`src/rtl/pipeline_pkg.sv`:
```
// Shared types and constants for the pipeline hazard/stall controller.
// Controller states and register-index width used by the top and the load-use detector.
package pipeline_pkg;

    localparam int REG_IDX_W = 5;
    localparam int BUBBLE_W  = 2;

    typedef enum logic [1:0] {
        RUN      = 2'd0,
        LU_STALL = 2'd1,
        MEMWAIT  = 2'd2,
        HALTED   = 2'd3
    } pctl_state_t;

endpackage

```
`src/rtl/pipeline_control_load_use_detect.sv`:
```
// Load-use hazard detector: an EX-stage load whose destination feeds an ID-stage source.
// Purely combinational, no latency; register 0 never creates a hazard.
module load_use_detect
    import pipeline_pkg::*;
(
    input  logic                 ex_memread,
    input  logic [REG_IDX_W-1:0] ex_rt,
    input  logic [REG_IDX_W-1:0] id_rs,
    input  logic [REG_IDX_W-1:0] id_rt,
    output logic                 lu
);

    assign lu = ex_memread && (ex_rt != '0) && ((ex_rt == id_rs) || (ex_rt == id_rt));

endmodule

```
`src/rtl/pipeline_control.sv`:
```
// Pipeline stall/flush controller: registered state, combinational enables/flushes, zero latency.
// Freezes every stage on a data-memory wait; load-use inserts bubbles while the back end drains.
module pipeline_control
    import pipeline_pkg::*;
#(
    parameter int STALL_CNT_W = 16
) (
    input  logic                   CLK,
    input  logic                   RST,
    input  logic                   ihit,
    input  logic                   dhit,
    input  logic                   mem_dREN,
    input  logic                   mem_dWEN,
    input  logic                   ex_memread,
    input  logic [REG_IDX_W-1:0]   ex_rt,
    input  logic [REG_IDX_W-1:0]   id_rs,
    input  logic [REG_IDX_W-1:0]   id_rt,
    input  logic                   id_branch,
    input  logic                   branch_taken,
    input  logic                   halt_mem,
    output logic                   pc_en,
    output logic                   ifid_en,
    output logic                   idex_en,
    output logic                   back_en,
    output logic                   ifid_flush,
    output logic                   idex_flush,
    output logic                   halted,
    output logic [STALL_CNT_W-1:0] stall_cycles
);

    pctl_state_t         state, state_nxt;
    pctl_state_t         ret_state, ret_state_nxt;
    logic [BUBBLE_W-1:0] bubble_cnt, bubble_cnt_nxt;
    logic                lu;
    logic                dwait;

    load_use_detect u_lu (
        .ex_memread (ex_memread),
        .ex_rt      (ex_rt),
        .id_rs      (id_rs),
        .id_rt      (id_rt),
        .lu         (lu)
    );

    assign dwait  = (mem_dREN || mem_dWEN) && !dhit;
    assign halted = (state == HALTED);

    always_comb begin
        state_nxt      = state;
        ret_state_nxt  = ret_state;
        bubble_cnt_nxt = bubble_cnt;
        pc_en          = 1'b0;
        ifid_en        = 1'b0;
        idex_en        = 1'b0;
        back_en        = 1'b0;
        ifid_flush     = 1'b0;
        idex_flush     = 1'b0;

        if (!RST) begin
            case (state)
                RUN: begin
                    if (halt_mem) begin
                        state_nxt = HALTED;
                    end else if (dwait) begin
                        state_nxt      = MEMWAIT;
                        ret_state_nxt  = RUN;
                        bubble_cnt_nxt = '0;
                    end else if (lu) begin
                        // Hold PC and IF/ID, drop a bubble into ID/EX; branches compared in ID need one more.
                        idex_en    = 1'b1;
                        idex_flush = 1'b1;
                        back_en    = 1'b1;
                        if (id_branch) begin
                            bubble_cnt_nxt = BUBBLE_W'(1);
                            state_nxt      = LU_STALL;
                        end else begin
                            bubble_cnt_nxt = '0;
                        end
                    end else if (branch_taken) begin
                        pc_en      = 1'b1;
                        ifid_en    = 1'b1;
                        idex_en    = 1'b1;
                        back_en    = 1'b1;
                        ifid_flush = 1'b1;
                    end else if (!ihit) begin
                        ifid_en    = 1'b1;
                        idex_en    = 1'b1;
                        back_en    = 1'b1;
                        ifid_flush = 1'b1;
                    end else begin
                        pc_en   = 1'b1;
                        ifid_en = 1'b1;
                        idex_en = 1'b1;
                        back_en = 1'b1;
                    end
                end
                LU_STALL: begin
                    if (halt_mem) begin
                        state_nxt = HALTED;
                    end else if (dwait) begin
                        // Remaining bubble count stays in bubble_cnt across the wait.
                        state_nxt     = MEMWAIT;
                        ret_state_nxt = LU_STALL;
                    end else begin
                        idex_en        = 1'b1;
                        idex_flush     = 1'b1;
                        back_en        = 1'b1;
                        bubble_cnt_nxt = bubble_cnt - BUBBLE_W'(1);
                        if (bubble_cnt <= BUBBLE_W'(1)) begin
                            state_nxt = RUN;
                        end
                    end
                end
                MEMWAIT: begin
                    if (dhit) begin
                        pc_en     = 1'b1;
                        ifid_en   = 1'b1;
                        idex_en   = 1'b1;
                        back_en   = 1'b1;
                        state_nxt = ret_state;
                    end
                end
                HALTED: begin
                    state_nxt = HALTED;
                end
                default: begin
                    state_nxt = RUN;
                end
            endcase
        end
    end

    always_ff @(posedge CLK) begin
        if (RST) begin
            state        <= RUN;
            ret_state    <= RUN;
            bubble_cnt   <= '0;
            stall_cycles <= '0;
        end else begin
            state      <= state_nxt;
            ret_state  <= ret_state_nxt;
            bubble_cnt <= bubble_cnt_nxt;
            if ((state != HALTED) && !pc_en && (stall_cycles != {STALL_CNT_W{1'b1}})) begin
                stall_cycles <= stall_cycles + STALL_CNT_W'(1);
            end
        end
    end

endmodule
```
`config.mk`:
```
export PLATFORM = sky130hd
export DESIGN_NAME = pipeline_control
export DESIGN_NICKNAME = d
export VERILOG_FILES = /design/src/rtl/pipeline_pkg.sv /design/src/rtl/pipeline_control_load_use_detect.sv /design/src/rtl/pipeline_control.sv
export SDC_FILE = /design/constraint.sdc
export NUM_CORES = 1
export LEC_CHECK = 0
export CORE_MARGIN = 2
export CORE_UTILIZATION = 30
export CTS_CLUSTER_SIZE = 14
export DETAILED_ROUTE_END_ITERATION = 10
export GPL_ROUTABILITY_DRIVEN = 0
export SYNTH_ARGS = -nofsm -noshare
export SYNTH_HDL_FRONTEND = slang
export SYNTH_SLANG_ARGS = --single-unit
```
`constraint.sdc`:
```
create_clock -name CLK -period 2 [get_ports CLK]
set_clock_uncertainty 0.1 [all_clocks]
set_input_delay 0.3 -clock CLK [delete_from_list [all_inputs] [get_ports CLK]]
set_output_delay 0.3 -clock CLK [all_outputs]
set_load 0.02 [all_outputs]
```
==> results.md <==
Synthesis:
- The fraction of the mapped netlist area in adder cells is 1.62%.
- The fraction of synthesized cell area in xor and xnor cells is under 10%.
- For this run, the leading register cell type out of synthesis is dfxtp_1.
- The number of synthesis warnings is 0.
- By instance count, the leading cell after synthesis is dfxtp_1.
- The synthesized netlist net count is around 210.
- The post-synthesis share of cell area spent on and, or, nand and nor gates is around a third.
- Synthesis instantiated 46 different standard cells from the library.
- In the synthesized netlist, mux cells make up 3.88% of the area.
- The number of instances in the synthesized netlist is 178.
- The average instance area after synthesis is slightly below 9 um^2.
- By area, the combinational part of the netlist is dominated by simple AND/OR/NAND/NOR gates.
- The share of Yosys cell area claimed by the top area cell type is 27.2%.
- Synthesis inferred 21 register bits.
- Ranked by instance count, the synthesized netlist is headed by dfxtp_1 (21), nor2_1 (18), a21oi_1 (16).
- The synthesized design contains 0 enable-type register cells.
- The synthesized cell area is 1550 um^2.
- The complex-gate fraction of the synthesized area is a little over a fifth.
- After synthesis, the share of flip-flops with an asynchronous set or reset is 0%.
- Yosys attributes the largest share of cell area to dfxtp_1 (27%), xor2_1 (5.7%), a21oi_1 (5.2%), nor2_1 (4.4%), mux2_4 (3.9%).
- The largest total area in the synthesized netlist belongs to dfxtp_1.
- Sequential cells were found to cover 27.2% of the synthesized design area.

Timing:
- Setup violations remaining at the end of the flow were counted as 15.
- The post-route minimum period is roughly 2200 ps.
- After layout, the worst setup slack is -182 ps.
- Setup repair after global routing could not meet its margin everywhere.
- For the pin with the worst max-slew slack, the measured transition is 338 ps.
- The worst hold-check slack is 379 ps.
- Measured against its own limit, the worst slew margin works out to about three quarters.
- The final hold violation count is 0.
- The number of slew-limit violations in the final report is 0.
- The timing-limited maximum frequency is roughly 0.46 GHz.
- The worst path uses 109% of the clock period.

Clocking:
- The number of clock buffers added by TritonCTS is 3.
- CTS built an H-tree with a depth of 1.
- The tree is rooted in a clkbuf_8.
- The maximum count of clock buffers along a single path is 2.
- CTS saw 21 sinks.
- The insertion delay of the later-clocked pin in the worst-skew pair is ~260 ps.
- The number of buffers inserted by hold repair at cts is 0.
- The clock-pin slew of the registers on the worst-case setup and hold paths is 80 ps.
- The CTS tree is built.

Cells and area:
- At the end of the flow, the number of nets in the layout was just over 300.
- The diode insertion count for antenna repair is 0.
- Counting the fill cells in the layout gives between 400 and 500.
- The final design utilization is between 50% and 60%.
- The share of final-layout standard cells stronger than drive strength 1 is about 50%.
- The final standard cell area without fillers is between 2000 and 3000 um^2.
- The synthesis-to-finish area growth is 78.2%.

Floorplan:
- The width of the die is approximately 76 um.
- The placement row count is 26.
- During I/O placement, the number of pins put on the boundary was 48.
- The initial utilization of the core area, before any placement, comes to 30.7%.
- The area of the core is about 5000 um^2.
- The height of the chip is 75.8 um.
- The floorplan die area is 5750 um^2.

Global route:
- The number of global-route vias before repair is 1,676.
- The initial antenna violation count is 0.
- In the global route stage, met1 resource usage came out at 19.6%.
- The most crowded layer after global routing is met2.
- Global routing used 16.4% of the available tracks across all layers.
- The first global-routing pass estimated 7.25 mm of wire.
- The aggregate global routing overflow is 0.
- The pin count of the biggest net entering global routing is 25.
- The global-route met2 utilization is between 20 and 30%.
- For met3 alone, demand over resource in global routing was approximately 2.2%.

Routing:
- After detailed routing, the number of vias per cell comes to between 4 and 5.
- The first TritonRoute pass finished after 5 iterations.
- The number of DRC violations after detailed-routing iteration 0 is 76.
- For this run, design rule violations remaining after detail routing come to 0.
- The routed layout has 1,707 vias.
- Once detail routing completed, the nets flagged for antenna violations numbered 0.
- The detailed-route wire length is between 4 and 5 mm.
- The average routed wire per standard cell is about 13 um.

Power:
- The final total power is around 1.2 mW.
- Across the VDD grid, the largest voltage drop is ~0.21 mV.
- The static leakage is around 1.1 nW.
- The power per cell area is between 400 and 500 nW/um^2.

Critical path:
- The endpoint required time on the critical path is roughly 2100 ps.
- In this run the critical register-to-register path is launched from state[0]$_SDFFE_PP0P_.
- The number of cell instances on the worst register-to-register path is 10.
- The worst setup path is captured at a register.
- STA classifies the critical path startpoint as a register.
- Along the worst path, the maximum fanout reaches 6.
- For the worst setup path, the data arrival time is around 2300 ps.
- The critical path in this run is classified as register to register.
- The beginning of the critical path is state[0]$_SDFFE_PP0P_.
- The reg2reg setup slack is -180 ps.
- The most critical setup path has its endpoint at stall_cycles[9]$_SDFFE_PP0P_.
- The end of the worst register-to-register path is stall_cycles[9]$_SDFFE_PP0P_.

Place:
- The post-detailed-placement cell area is 2360 um^2.
- The HPWL after detailed placement is about 3.2 mm.
- Port buffering added 47 buffers.
- Prior to clock tree synthesis, the placed netlist has a worst setup slack of -828 ps.

Outcome:
- The final reports fail on negative setup slack.
- The run finished, with violations left.

Min path:
- The class of the tightest hold or removal check is register to register.

Flow run:
- The number of max-capacitance violations reported is 0.
-- worst min-delay path by stage --
stage | from | depth (start not counted) | to | slack (ps)
final | ret_state[0]$_SDFFE_PP0P_ | 2 | state[0]$_SDFFE_PP0P_ | 380
after CTS | ret_state[0]$_SDFFE_PP0P_ | 2 | state[0]$_SDFFE_PP0P_ | 380
after global routing | stall_cycles[9]$_SDFFE_PP0P_ | 2 | stall_cycles[9]$_SDFFE_PP0P_ | 400
after floorplan | bubble_cnt[1]$_SDFFE_PP0P_ | 2 | bubble_cnt[1]$_SDFFE_PP0P_ | 350
after detailed placement | stall_cycles[5]$_SDFFE_PP0P_ | 2 | stall_cycles[5]$_SDFFE_PP0P_ | 370
after global placement | bubble_cnt[1]$_SDFFE_PP0P_ | 2 | bubble_cnt[1]$_SDFFE_PP0P_ | 370
-- where the power goes --
group	leakage [nW]	total, mW	internal [mW]	switching [mW]
logic	0.884	0.431	0.234	0.197
clock network	0.0228	0.289	0.142	0.147
registers	0.174	0.455	0.436	0.0190
total	1.08	1.17	0.812	0.362
-- worst max-delay path, stage by stage (launching register included) --
cell and delay [ps]:
dfxtp_4 400, buf_4 150, nor2b_4 40, nand2_2 70, a2bb2oi_2 150, a21boi_4 240, inv_4 70, buf_8 130
buf_4 130, or4_1 490, a21oi_1 120
-- metal layers --
layer | part of all wire (%) | vias up
met5 | 0 | -
met4 | 1.6 | 0
met3 | 4.6 | 8
met2 | 53 | 44
met1 | 41 | 792
li1 | - | 863
-- timing repair --
item,4_1_cts,5_1_grt
pin swaps,25,23
cloned,0,0
endpoints found under the setup margin,25,23
setup buffers,16,4
resized for setup,92,38
-- registers in the layout, indices dropped and copies added (netlist names) --
| signal | flops |
|---|---|
| stall_cycles | 16 |
| bubble_cnt | 2 |
| state | 2 |
| ret_state | 1 |
-- final cells by class --
class	count	area (um^2)	area share, %
Tap cell	70	87.6	3.18
Sequential cell	21	433	15.7
Multi-Input combinational cell	143	1210	44.0
Clock buffer	4	45.0	1.63
Inverter	4	17.5	0.635
Timing Repair Buffer	109	962	34.9
-- cell families after synthesis --
| group | count (synthesis) |
|---|---|
| adders and majority gates | 2 |
| AOI/OAI and AO/OA | 43 |
| buffers and inverters | 14 |
| DFF | 21 |
| muxes | 4 |
| xor gates and xnor gates | 10 |
| and+or+nand+nor | 84 |
-- cell usage in the layout (no fill, tap or decap), types with 9 or more instances in the layout --
cell / n
buf_4: 54
clkdlybuf4s50_1: 18
nor2_1: 16
dfxtp_1: 13
nand2_1: 12
dlygate4sd2_1: 12
a21oi_1: 11
xor2_1: 9
buf_6: 9
-- through the flow --
step,cells,TNS (ps)
2_1_floorplan,178,-164
3_3_place_gp,327,-16100
3_5_place_dp,327,-16470
4_1_cts,347,-1230
5_1_grt,351,-3300
6_report,351,-1740
(Power assumes the default switching activity.)
